--- config.mk ---
export PLATFORM = sky130hd
export DESIGN_NAME = sub86_muldiv_flat
export DESIGN_NICKNAME = d
export VERILOG_FILES = /design/src/rtl/sub86_muldiv_if.sv /design/src/rtl/sub86_muldiv.sv /design/src/flat_wrapper.sv
export SDC_FILE = /design/constraint.sdc
export NUM_CORES = 1
export LEC_CHECK = 0
export BUFFER_PORTS_ARGS = -buffer_cell sky130_fd_sc_hd__buf_2
export CAP_MARGIN = 20
export CORE_MARGIN = 3
export CORE_UTILIZATION = 60
export CTS_BUF_LIST = sky130_fd_sc_hd__clkbuf_8 sky130_fd_sc_hd__clkbuf_16
export CTS_CLUSTER_SIZE = 20
export DETAILED_ROUTE_END_ITERATION = 16
export PLACE_DENSITY = 0.79
export SYNTH_ARGS = -nofsm -noshare
export SYNTH_HDL_FRONTEND = slang
export SYNTH_SLANG_ARGS = --single-unit
--- constraint.sdc ---
create_clock -name CLK -period 7.85 [get_ports CLK]
set_input_delay 0.785 -clock CLK [delete_from_list [all_inputs] [get_ports CLK]]
set_output_delay 0.785 -clock CLK [all_outputs]
set_load 0.005 [all_outputs]
--- src/rtl/sub86_muldiv_if.sv ---
// rtl/sub86_muldiv_if.sv - START/BUSY/DONE handshake bundle between the sub86 core and the mul/div unit
interface sub86_muldiv_if #(parameter int W = 32);
    logic           START;
    logic [1:0]     OP;
    logic [W-1:0]   A;
    logic [W-1:0]   B;
    logic           BUSY;
    logic           DONE;
    logic [W-1:0]   LO;
    logic [W-1:0]   HI;
    logic           DIVZ;

    modport master (output START, OP, A, B, input BUSY, DONE, LO, HI, DIVZ);
    modport slave  (input START, OP, A, B, output BUSY, DONE, LO, HI, DIVZ);
endinterface

--- src/rtl/sub86_muldiv.sv ---
// rtl/sub86_muldiv.sv - iterative W x W multiply / W / W divide, one bit per cycle
// Optional MULDIV_EARLY_EXIT_EN: MUL leaves ITER once the remaining multiplier is zero.
module sub86_muldiv #(
    parameter int W = 32
) (
    input  logic             CLK,
    input  logic             RST,
    input  logic             CE,
    sub86_muldiv_if.slave    bus
);
    localparam int CW = $clog2(W) + 1;

    typedef enum logic [2:0] {S_IDLE, S_PREP, S_ITER, S_FIX, S_DONE} state_t;
    state_t state, state_n;

    logic [1:0]     op_q;
    logic [W-1:0]   a_q, b_q;
    logic [2*W-1:0] acc;        // MUL: running product; DIV: {rem, quo}
    logic [2*W-1:0] mcand;      // MUL: shifted multiplicand; DIV: divisor in low half
    logic [W-1:0]   mplr;
    logic [CW-1:0]  cnt;
    logic           neg_res, neg_rem, dz;
    logic [W-1:0]   lo_q, hi_q;
    logic           divz_q;

    logic           is_div, is_sgn, a_neg, b_neg, b_zero;
    logic [W-1:0]   a_mag, b_mag;
    logic [2*W-1:0] acc_mul, acc_div, prod_f;
    logic [W-1:0]   mplr_nx, quo_f, rem_f, rem_nx;
    logic [W:0]     rem_sh, rem_sub;
    logic           ge;
    logic           busy_c, done_c;

    assign is_div = op_q[1];
    assign is_sgn = op_q[0];
    assign a_neg  = is_sgn & a_q[W-1];
    assign b_neg  = is_sgn & b_q[W-1];
    assign a_mag  = a_neg ? -a_q : a_q;
    assign b_mag  = b_neg ? -b_q : b_q;
    assign b_zero = (b_q == '0);

    assign acc_mul = mplr[0] ? acc + mcand : acc;
    assign mplr_nx = mplr >> 1;

    // Restoring step: the shifted-in remainder needs W+1 bits before the compare
    assign rem_sh  = acc[2*W-1:W-1];
    assign ge      = (rem_sh >= {1'b0, mcand[W-1:0]});
    assign rem_sub = rem_sh - {1'b0, mcand[W-1:0]};
    assign rem_nx  = ge ? rem_sub[W-1:0] : rem_sh[W-1:0];
    assign acc_div = {rem_nx, acc[W-2:0], ge};

    assign prod_f = neg_res ? -acc : acc;
    assign quo_f  = neg_res ? -acc[W-1:0] : acc[W-1:0];
    assign rem_f  = neg_rem ? -acc[2*W-1:W] : acc[2*W-1:W];

    always_comb begin
        state_n = state;
        busy_c  = 1'b0;
        done_c  = 1'b0;
        case (state)
            S_IDLE: begin
                if (bus.START) state_n = S_PREP;
            end
            S_DONE: begin
                done_c  = 1'b1;
                state_n = bus.START ? S_PREP : S_IDLE;
            end
            S_PREP: begin
                busy_c = 1'b1;
                if (is_div && b_zero)
                    state_n = S_FIX;
`ifdef MULDIV_EARLY_EXIT_EN
                else if (!is_div && b_mag == '0)
                    state_n = S_FIX;
`endif
                else
                    state_n = S_ITER;
            end
            S_ITER: begin
                busy_c = 1'b1;
                if (cnt == CW'(1))
                    state_n = S_FIX;
`ifdef MULDIV_EARLY_EXIT_EN
                else if (!is_div && mplr_nx == '0)
                    state_n = S_FIX;
`endif
            end
            S_FIX: begin
                busy_c  = 1'b1;
                state_n = S_DONE;
            end
            default: state_n = S_IDLE;
        endcase
    end

    always_ff @(posedge CLK) begin
        if (RST) begin
            state   <= S_IDLE;
            op_q    <= '0;
            a_q     <= '0;
            b_q     <= '0;
            acc     <= '0;
            mcand   <= '0;
            mplr    <= '0;
            cnt     <= '0;
            neg_res <= 1'b0;
            neg_rem <= 1'b0;
            dz      <= 1'b0;
            lo_q    <= '0;
            hi_q    <= '0;
            divz_q  <= 1'b0;
        end else if (CE) begin
            state <= state_n;
            case (state)
                S_IDLE, S_DONE: begin
                    if (bus.START) begin
                        op_q   <= bus.OP;
                        a_q    <= bus.A;
                        b_q    <= bus.B;
                        divz_q <= 1'b0;
                    end
                end
                S_PREP: begin
                    cnt     <= CW'(W);
                    dz      <= is_div & b_zero;
                    neg_res <= (a_neg ^ b_neg) & ~(is_div & b_zero);
                    neg_rem <= a_neg & ~(is_div & b_zero);
                    if (is_div && b_zero) begin
                        // Divide-by-zero returns the raw dividend in HI, never negated
                        acc <= {a_q, {W{1'b1}}};
                    end else if (is_div) begin
                        acc   <= {{W{1'b0}}, a_mag};
                        mcand <= {{W{1'b0}}, b_mag};
                    end else begin
                        acc   <= '0;
                        mcand <= {{W{1'b0}}, a_mag};
                        mplr  <= b_mag;
                    end
                end
                S_ITER: begin
                    cnt <= cnt - CW'(1);
                    if (is_div) begin
                        acc <= acc_div;
                    end else begin
                        acc   <= acc_mul;
                        mcand <= mcand << 1;
                        mplr  <= mplr_nx;
                    end
                end
                S_FIX: begin
                    if (is_div) begin
                        lo_q <= quo_f;
                        hi_q <= rem_f;
                    end else begin
                        lo_q <= prod_f[W-1:0];
                        hi_q <= prod_f[2*W-1:W];
                    end
                    divz_q <= dz;
                end
                default: ;
            endcase
        end
    end

    assign bus.BUSY = busy_c;
    assign bus.DONE = done_c;
    assign bus.LO   = lo_q;
    assign bus.HI   = hi_q;
    assign bus.DIVZ = divz_q;
endmodule

--- src/flat_wrapper.sv ---
// flat-port wrapper written by rule: the top's interface ports become plain ports
module sub86_muldiv_flat 
#(
    parameter int W = 32
)
  (CLK, RST, CE, bus_START, bus_OP, bus_A, bus_B, bus_BUSY, bus_DONE, bus_LO, bus_HI, bus_DIVZ);
  sub86_muldiv_if #(.W(W)) bus_i ();
  input  logic CLK;
  input  logic RST;
  input  logic CE;
  input wire logic [$bits(bus_i.START)-1:0] bus_START;
  input wire logic [$bits(bus_i.OP)-1:0] bus_OP;
  input wire logic [$bits(bus_i.A)-1:0] bus_A;
  input wire logic [$bits(bus_i.B)-1:0] bus_B;
  output wire logic [$bits(bus_i.BUSY)-1:0] bus_BUSY;
  output wire logic [$bits(bus_i.DONE)-1:0] bus_DONE;
  output wire logic [$bits(bus_i.LO)-1:0] bus_LO;
  output wire logic [$bits(bus_i.HI)-1:0] bus_HI;
  output wire logic [$bits(bus_i.DIVZ)-1:0] bus_DIVZ;
  assign bus_i.START = bus_START;
  assign bus_i.OP = bus_OP;
  assign bus_i.A = bus_A;
  assign bus_i.B = bus_B;
  assign bus_BUSY = bus_i.BUSY;
  assign bus_DONE = bus_i.DONE;
  assign bus_LO = bus_i.LO;
  assign bus_HI = bus_i.HI;
  assign bus_DIVZ = bus_i.DIVZ;
  sub86_muldiv #(.W(W)) u_core (.CLK(CLK), .RST(RST), .CE(CE), .bus(bus_i));
endmodule
==> results of run 1 <==
## area by class of cell
| type | instances | area [um2] |
|---|---|---|
| timing repair buffer | 158 | 878 |
| tap | 455 | 569 |
| clock inverter | 25 | 333 |
| fill | 2981 | 11500 |
| clock buffer | 39 | 931 |
| sequential | 303 | 6070 |
| inverter | 67 | 251 |
| multi-input combinational | 2285 | 14100 |
## layout by cell type (no fill, tap or decap), types with 20 or more instances in the layout
| cell | instances |
|---|---|
| a211oi_1 | 138 |
| a21o_1 | 33 |
| a21oi_1 | 369 |
| buf_2 | 136 |
| clkbuf_16 | 35 |
| dfxtp_1 | 302 |
| ha_1 | 101 |
| inv_1 | 70 |
| mux2i_1 | 58 |
| nand2_1 | 377 |
| nand2b_1 | 22 |
| nand3_1 | 67 |
| nand4_1 | 30 |
| nor2_1 | 289 |
| nor3_1 | 68 |
| o211ai_1 | 36 |
| o21ai_0 | 138 |
| o31ai_1 | 23 |
| o41ai_1 | 20 |
| or3_1 | 25 |
| xnor2_1 | 97 |
| xor2_1 | 102 |
## worst paths after layout
kind                                    endpoint  slack (ns)  depth (start not counted)              from
worst max-delay path              u_core.acc[17]        3.60                         10   u_core.state[1]
worst min-delay path              u_core.b_q[20]        0.45                          3         bus_B[20]
worst max register to register    u_core.acc[17]        3.60                         10   u_core.state[1]
worst min register to register  u_core.bus.HI[3]        0.45                          2  u_core.bus.HI[3]
## stage by stage
step | hold WS [ns] | instance area, um2 | setup WS (ns) | std cells | power [mW]
finish | 0.450 | 23200 | 3.60 | 3332 | 4.95
global route | 0.452 | 23200 | 3.39 | 3332 | 5.14
CTS | 0.433 | 23100 | 3.73 | 3331 | 4.92
detailed placement | 0.440 | 21900 | 3.74 | 3267 | 3.12
global placement | 0.436 | 21900 | 3.60 | 3266 | 3.10
floorplan | 0.432 | 21200 | 4.89 | 2846 | 2.73
## state kept, by name, indices dropped and copies added, names as in the netlist, 2 cells and up
| signal | flops |
|---|---|
| u_core.mcand | 64 |
| u_core.bus.LO | 32 |
| u_core.mplr | 32 |
| u_core.a_q | 32 |
| u_core.acc | 64 |
| u_core.state | 3 |
| u_core.op_q | 2 |
| u_core.bus.HI | 32 |
| u_core.cnt | 6 |
| u_core.b_q | 32 |
## cell families (layout without fill, tap and decap cells)
group,Yosys count,in the layout,synth area share (%)
AND/OR/NAND/NOR,1004,1004,21.7
AO/OA/AOI/OAI,920,920,27.6
flip-flops,303,303,28.7
buffers and inverters,258,289,4.81
XOR/XNOR,199,199,8.24
adder cells (fa/ha/maj),103,103,6.16
multiplexers,59,59,2.80
## where the power goes
| part | switching [mW] | internal (mW) |
|---|---|---|
| registers | 0.153 | 1.61 |
| logic | 0.889 | 0.495 |
| clock network | 0.732 | 1.07 |
| total | 1.77 | 3.17 |
## critical path: cells and delay by family (launching register included)
family | cells | cell delay (ns)
compound gates | 3 | 0.95
buf+inv | 2 | 0.69
flops | 1 | 0.46
simple gates | 5 | 2.02
## routing by layer
| layer | vias to the layer above | GRT usage (%) |
|---|---|---|
| met2 | 1374 | 59.2 |
| met4 | 2 | 17.3 |
| met5 | - | 0 |
| met1 | 10321 | 53.6 |
| li1 | 10293 | - |
| met3 | 219 | 8.81 |
==> results.json, run 1 <==
{
  "cts_setup_buffers": 0,
  "drcViolationCount": 0,
  "hold_buffers": 0,
  "fp.dieH_um": 194,
  "path_max_fanout": 38,
  "area_growth_pct": 9.48,
  "cp-start-kind": "register",
  "endpoint_kind": "register",
  "clock_sinks": 303,
  "post-route-util_pct": 66.9,
  "cts_buffers": 35,
  "core_um2": 34600,
  "post_cts_resized": 0,
  "fin_skew_ns": 0.0329,
  "crit_chain": "nor2b_1 > and2_2 > buf_4 > nand2b_1 > o21ai_2 > nor2_1 > buf_4 > o21ai_0 > a21oi_1 > nor3_1",
  "synthTopCellsByArea": "dfxtp_1, a21oi_1, nand2_1",
  "port-buffer-count": 136,
  "drt-pass1-iter-count": 6,
  "cp.required_ns": 8.30,
  "slew_headroom_pct": 24.9,
  "pwr_density_cell_nw_per_um2": 214,
  "ys_async_sr_fraction_pct": 0,
  "gp_congestion": 1.06,
  "critPathArrivalTime_ns": 4.70,
  "synth.top_cell.area_share_pct": 28.7,
  "wl_per_cell_um": 23.0,
  "gr-usage-all-layers_pct": 39.1,
  "htreeDepth": 2,
  "max_freq_ghz": 0.235,
  "timing.setup.critical_path_class": "reg -> reg",
  "worstHoldPathType": "in -> reg",
  "drv_slew": 0,
  "synth_edf_count": 0,
  "clk_latency_ns": 0.57,
  "min_period_ns": 4.25,
  "yosys.area.top_type": "dfxtp_1",
  "dieArea_um2": 37600,
  "nNetsFinal": 3023,
  "grt_max_degree": 186,
  "ant_nets": 0,
  "outcome": "complete, no violations",
  "ys_ff_latch": 303,
  "cts-root-buf": "clkbuf_16",
  "critPathSlowestCell": "o21ai_2",
  "n_antenna_cell": 0,
  "grt-ovfl-total": 0,
  "cts_tree": "done",
  "synth_fp_nets": 3019,
  "drt-total-wl_um": 76800,
  "setup_viol": 0,
  "synth_flop_cell": "dfxtp_1",
  "synth_most_common_cell": "nand2_1",
  "synth_cells": 2846,
  "cap_violations": 0,
  "route.met2.wl_um": 32700,
  "tightestPinTransition_ns": 1.12,
  "clkTransAtPathRegs_ns": 0.06,
  "setup_tns_ns": 0,
  "route.met3.wl_um": 9380,
  "grt_first_pass_wirelength_um": 118000,
  "worst_path_largest_cell_delay_ns": 0.79,
  "top_layer_used": "met5",
  "via_per_inst": 6.67,
  "fp.dieW_um": 194,
  "place_hpwl_um": 56400,
  "ys_top_cells_by_count": "nand2_1, a21oi_1, dfxtp_1, nor2_1, clkbuf_1",
  "yosysWarnings": 0,
  "syn_area_um2": 21200,
  "wl_met1_um": 31200,
  "p_leak_nw": 9.04,
  "yosysSeqAreaShare_pct": 28.7,
  "path_common_cell": "buf_4",
  "io_pins": 137,
  "rows": 68,
  "drt-initial-drc-count": 2756,
  "peakVddDrop_mv": 0.279,
  "antenna_found_initial": 1,
  "synth_cell_type_count": 81,
  "fin_crit_sh_pct": 54.2,
  "grt_pass1_vias": 20336,
  "initial_core_util_pct": 61.1,
  "hold_viol": 0,
  "drive_above_1_share_pct": 9.66,
  "clockBufferDepth": 3,
  "rsz0062_at_grt": "false",
  "dr_total_vias": 22209,
  "avgSynthCellArea_um2": 7.44
}
Power figures use the tool's default switching activity.
==> run 2: changes to the inputs <==
--- a/config.mk
+++ b/config.mk
@@ -8,11 +8,11 @@
 export BUFFER_PORTS_ARGS = -buffer_cell sky130_fd_sc_hd__buf_2
 export CAP_MARGIN = 20
 export CORE_MARGIN = 3
-export CORE_UTILIZATION = 60
+export CORE_UTILIZATION = 56
 export CTS_BUF_LIST = sky130_fd_sc_hd__clkbuf_8 sky130_fd_sc_hd__clkbuf_16
 export CTS_CLUSTER_SIZE = 20
 export DETAILED_ROUTE_END_ITERATION = 16
-export PLACE_DENSITY = 0.79
+export PLACE_DENSITY = 0.77
 export SYNTH_ARGS = -nofsm -noshare
 export SYNTH_HDL_FRONTEND = slang
 export SYNTH_SLANG_ARGS = --single-unit
==> constraint.sdc (replaced) <==
create_clock -name CLK -period 3.9 [get_ports CLK]
set_input_delay 0.39 -clock CLK [delete_from_list [all_inputs] [get_ports CLK]]
set_output_delay 0.39 -clock CLK [all_outputs]
set_load 0.005 [all_outputs]
==> results.json, run 2 (synthesis gave the netlist of run 1 again) <==
{
  "fin_skew_ns": 0.0282,
  "worst-path-buf-inv": 2,
  "slew_headroom_pct": 24.1,
  "wl_per_cell_um": 22.6,
  "min_path_cells": 3,
  "critPathSlowestCell": "dfxtp_1",
  "antenna_found_initial": 3,
  "cp.required_ns": 4.31,
  "top_regs": "u_core.acc (64), u_core.mcand (64)",
  "dieArea_um2": 40200,
  "clockBufferDepth": 3,
  "fp.dieH_um": 200,
  "hold_buffers": 0,
  "cp_num_cells": 13,
  "total_power_mw": 9.98,
  "finalWorstSetupSlack_ns": 0.229,
  "crit_chain": "inv_1 > ha_1 > a21oi_1 > o21ai_0 > nor4_1 > nor3b_2 > nor3_1 > nor2_4 > buf_4 > mux2i_1 > o221ai_1 > a21oi_1 > a211oi_1",
  "drt-total-wl_um": 78200,
  "drcViolationCount": 0,
  "place_hpwl_um": 59100,
  "p_int_mw": 6.34,
  "post-route-util_pct": 64.3,
  "htreeDepth": 2,
  "drt-initial-drc-count": 2366,
  "path_common_cell": "a21oi_1",
  "dp_slack_ns": 0.0819,
  "clock_sinks": 303,
  "reg2reg_depth": 13,
  "switchingPower_mw": 3.64,
  "grt_max_degree": 167,
  "cap_violations": 0,
  "dpl_cell_area_um2": 22500,
  "setup_viol": 0,
  "cts_tree": "done",
  "p_sw_share_pct": 36.5,
  "clkTransAtPathRegs_ns": 0.07,
  "area_growth_pct": 12.2,
  "critPathArrivalTime_ns": 4.08,
  "holdWs_ns": 0.0465,
  "pwr-share-seq_pct": 34.9,
  "dr_total_vias": 22325,
  "via_per_inst": 6.46,
  "clk_latency_ns": 0.58,
  "cts_buffers": 35,
  "rows": 70,
  "comb_power_share_pct": 30.8,
  "grt-ovfl-total": 0,
  "gr-usage-all-layers_pct": 37.3,
  "fin_crit_sh_pct": 94.1,
  "drive_above_1_share_pct": 11.9,
  "cp-start-kind": "register",
  "path_delay_family": "simple AND/OR/NAND/NOR gates",
  "worstHoldPathType": "in -> reg",
  "io_pins": 137,
  "outcome": "complete, no violations",
  "fp.dieW_um": 200,
  "drv_slew": 0,
  "hold_viol": 0,
  "gp_congestion": 1.06,
  "cts-root-buf": "clkbuf_16",
  "port-buffer-count": 136,
  "drt-pass1-iter-count": 7,
  "max_freq_ghz": 0.272,
  "p_leak_nw": 9.40,
  "path_max_fanout": 13,
  "min_period_ns": 3.67,
  "ant_nets": 0,
  "nNetsFinal": 3096,
  "layout_common_cells": "nand2_1, a21oi_1, dfxtp_1",
  "final_common_cell": "nand2_1",
  "initial_core_util_pct": 57.3,
  "endpoint_kind": "register",
  "stdcell_area_um2": 23800,
  "core_um2": 37000,
  "grt_first_pass_wirelength_um": 119000,
  "peakVddDrop_mv": 0.353,
  "tightestPinTransition_ns": 1.14,
  "grt_pass1_vias": 20542,
  "p_clk_share_pct": 34.3,
  "pwr_density_cell_nw_per_um2": 420,
  "worst_path_largest_cell_delay_ns": 0.45,
  "timing.setup.critical_path_class": "reg -> reg"
}
==> run 2: cell types whose count changed in the layout (fill, tap and decap cells not counted), sizes merged <==
cell	previous run	this run
clkbuf	39	37
diode	0	1
bufinv	6	4
buf	158	231
clkinv	6	13
inv	76	72
==> run 2: path summary, 6_finish.rpt <==
path	start	endpoint	slack (ns)
setup reg to reg	u_core.mcand[20]	u_core.acc[33]	0.23
setup / recovery	u_core.mcand[20]	u_core.acc[33]	0.23
hold reg to reg	u_core.bus.HI[31]	u_core.bus.HI[31]	0.45
hold / removal	bus_B[23]	u_core.b_q[23]	0.05
==> run 2: power by group through the flow <==
stage / Sequential, mW / Combinational, mW / Clock [mW]
2_1_floorplan: 3.45 / 2.06 / 0
3_3_place_gp: 3.53 / 2.89 / 0
3_5_place_dp: 3.53 / 2.91 / 0
4_1_cts: 3.46 / 2.93 / 3.45
5_1_grt: 3.49 / 3.31 / 3.59
6_report: 3.48 / 3.07 / 3.43
==> run 2: layout make-up <==
| class | instances | area (um2) |
|---|---|---|
| tap | 504 | 631 |
| timing repair buffer | 231 | 1480 |
| fill | 3350 | 13200 |
| clock inverter | 26 | 279 |
| inverter | 67 | 251 |
| sequential | 303 | 6070 |
| clock buffer | 37 | 903 |
| multi-input combinational | 2285 | 14100 |
| antenna | 1 | 2.50 |
==> run 2: routing by layer <==
metal	up-vias	part of all wire (%)	GRT usage, %
met5	-	0.056	0
met4	6	3.9	13.5
met3	198	10	8.04
met2	1190	43	56.9
met1	10476	43	52.0
li1	10455	-	-
==> run 2: repair_timing <==
| action | in CTS | in global routing |
|---|---|---|
| setup buffers | 0 | 6 |
| gates resized for setup | 0 | 3 |
| endpoints found under the setup margin | 0 | 30 |
==> run 2: per-stage QoR <==
step	std cells	TNS (ns)
2_1_floorplan	2846	0
3_3_place_gp	3383	0
3_5_place_dp	3383	0
4_1_cts	3446	0
5_1_grt	3453	-0.0147
6_report	3454	0
==> run 2: worst register-to-register path: cells and delay by family (launching register included) <==
family | cells | cell delay (ns)
DFF | 1 | 0.45
adders and majority gates | 1 | 0.39
and+or+nand+nor | 4 | 1.15
AOI/OAI and AO/OA | 5 | 0.96
muxes | 1 | 0.21
buffers and inverters | 2 | 0.34
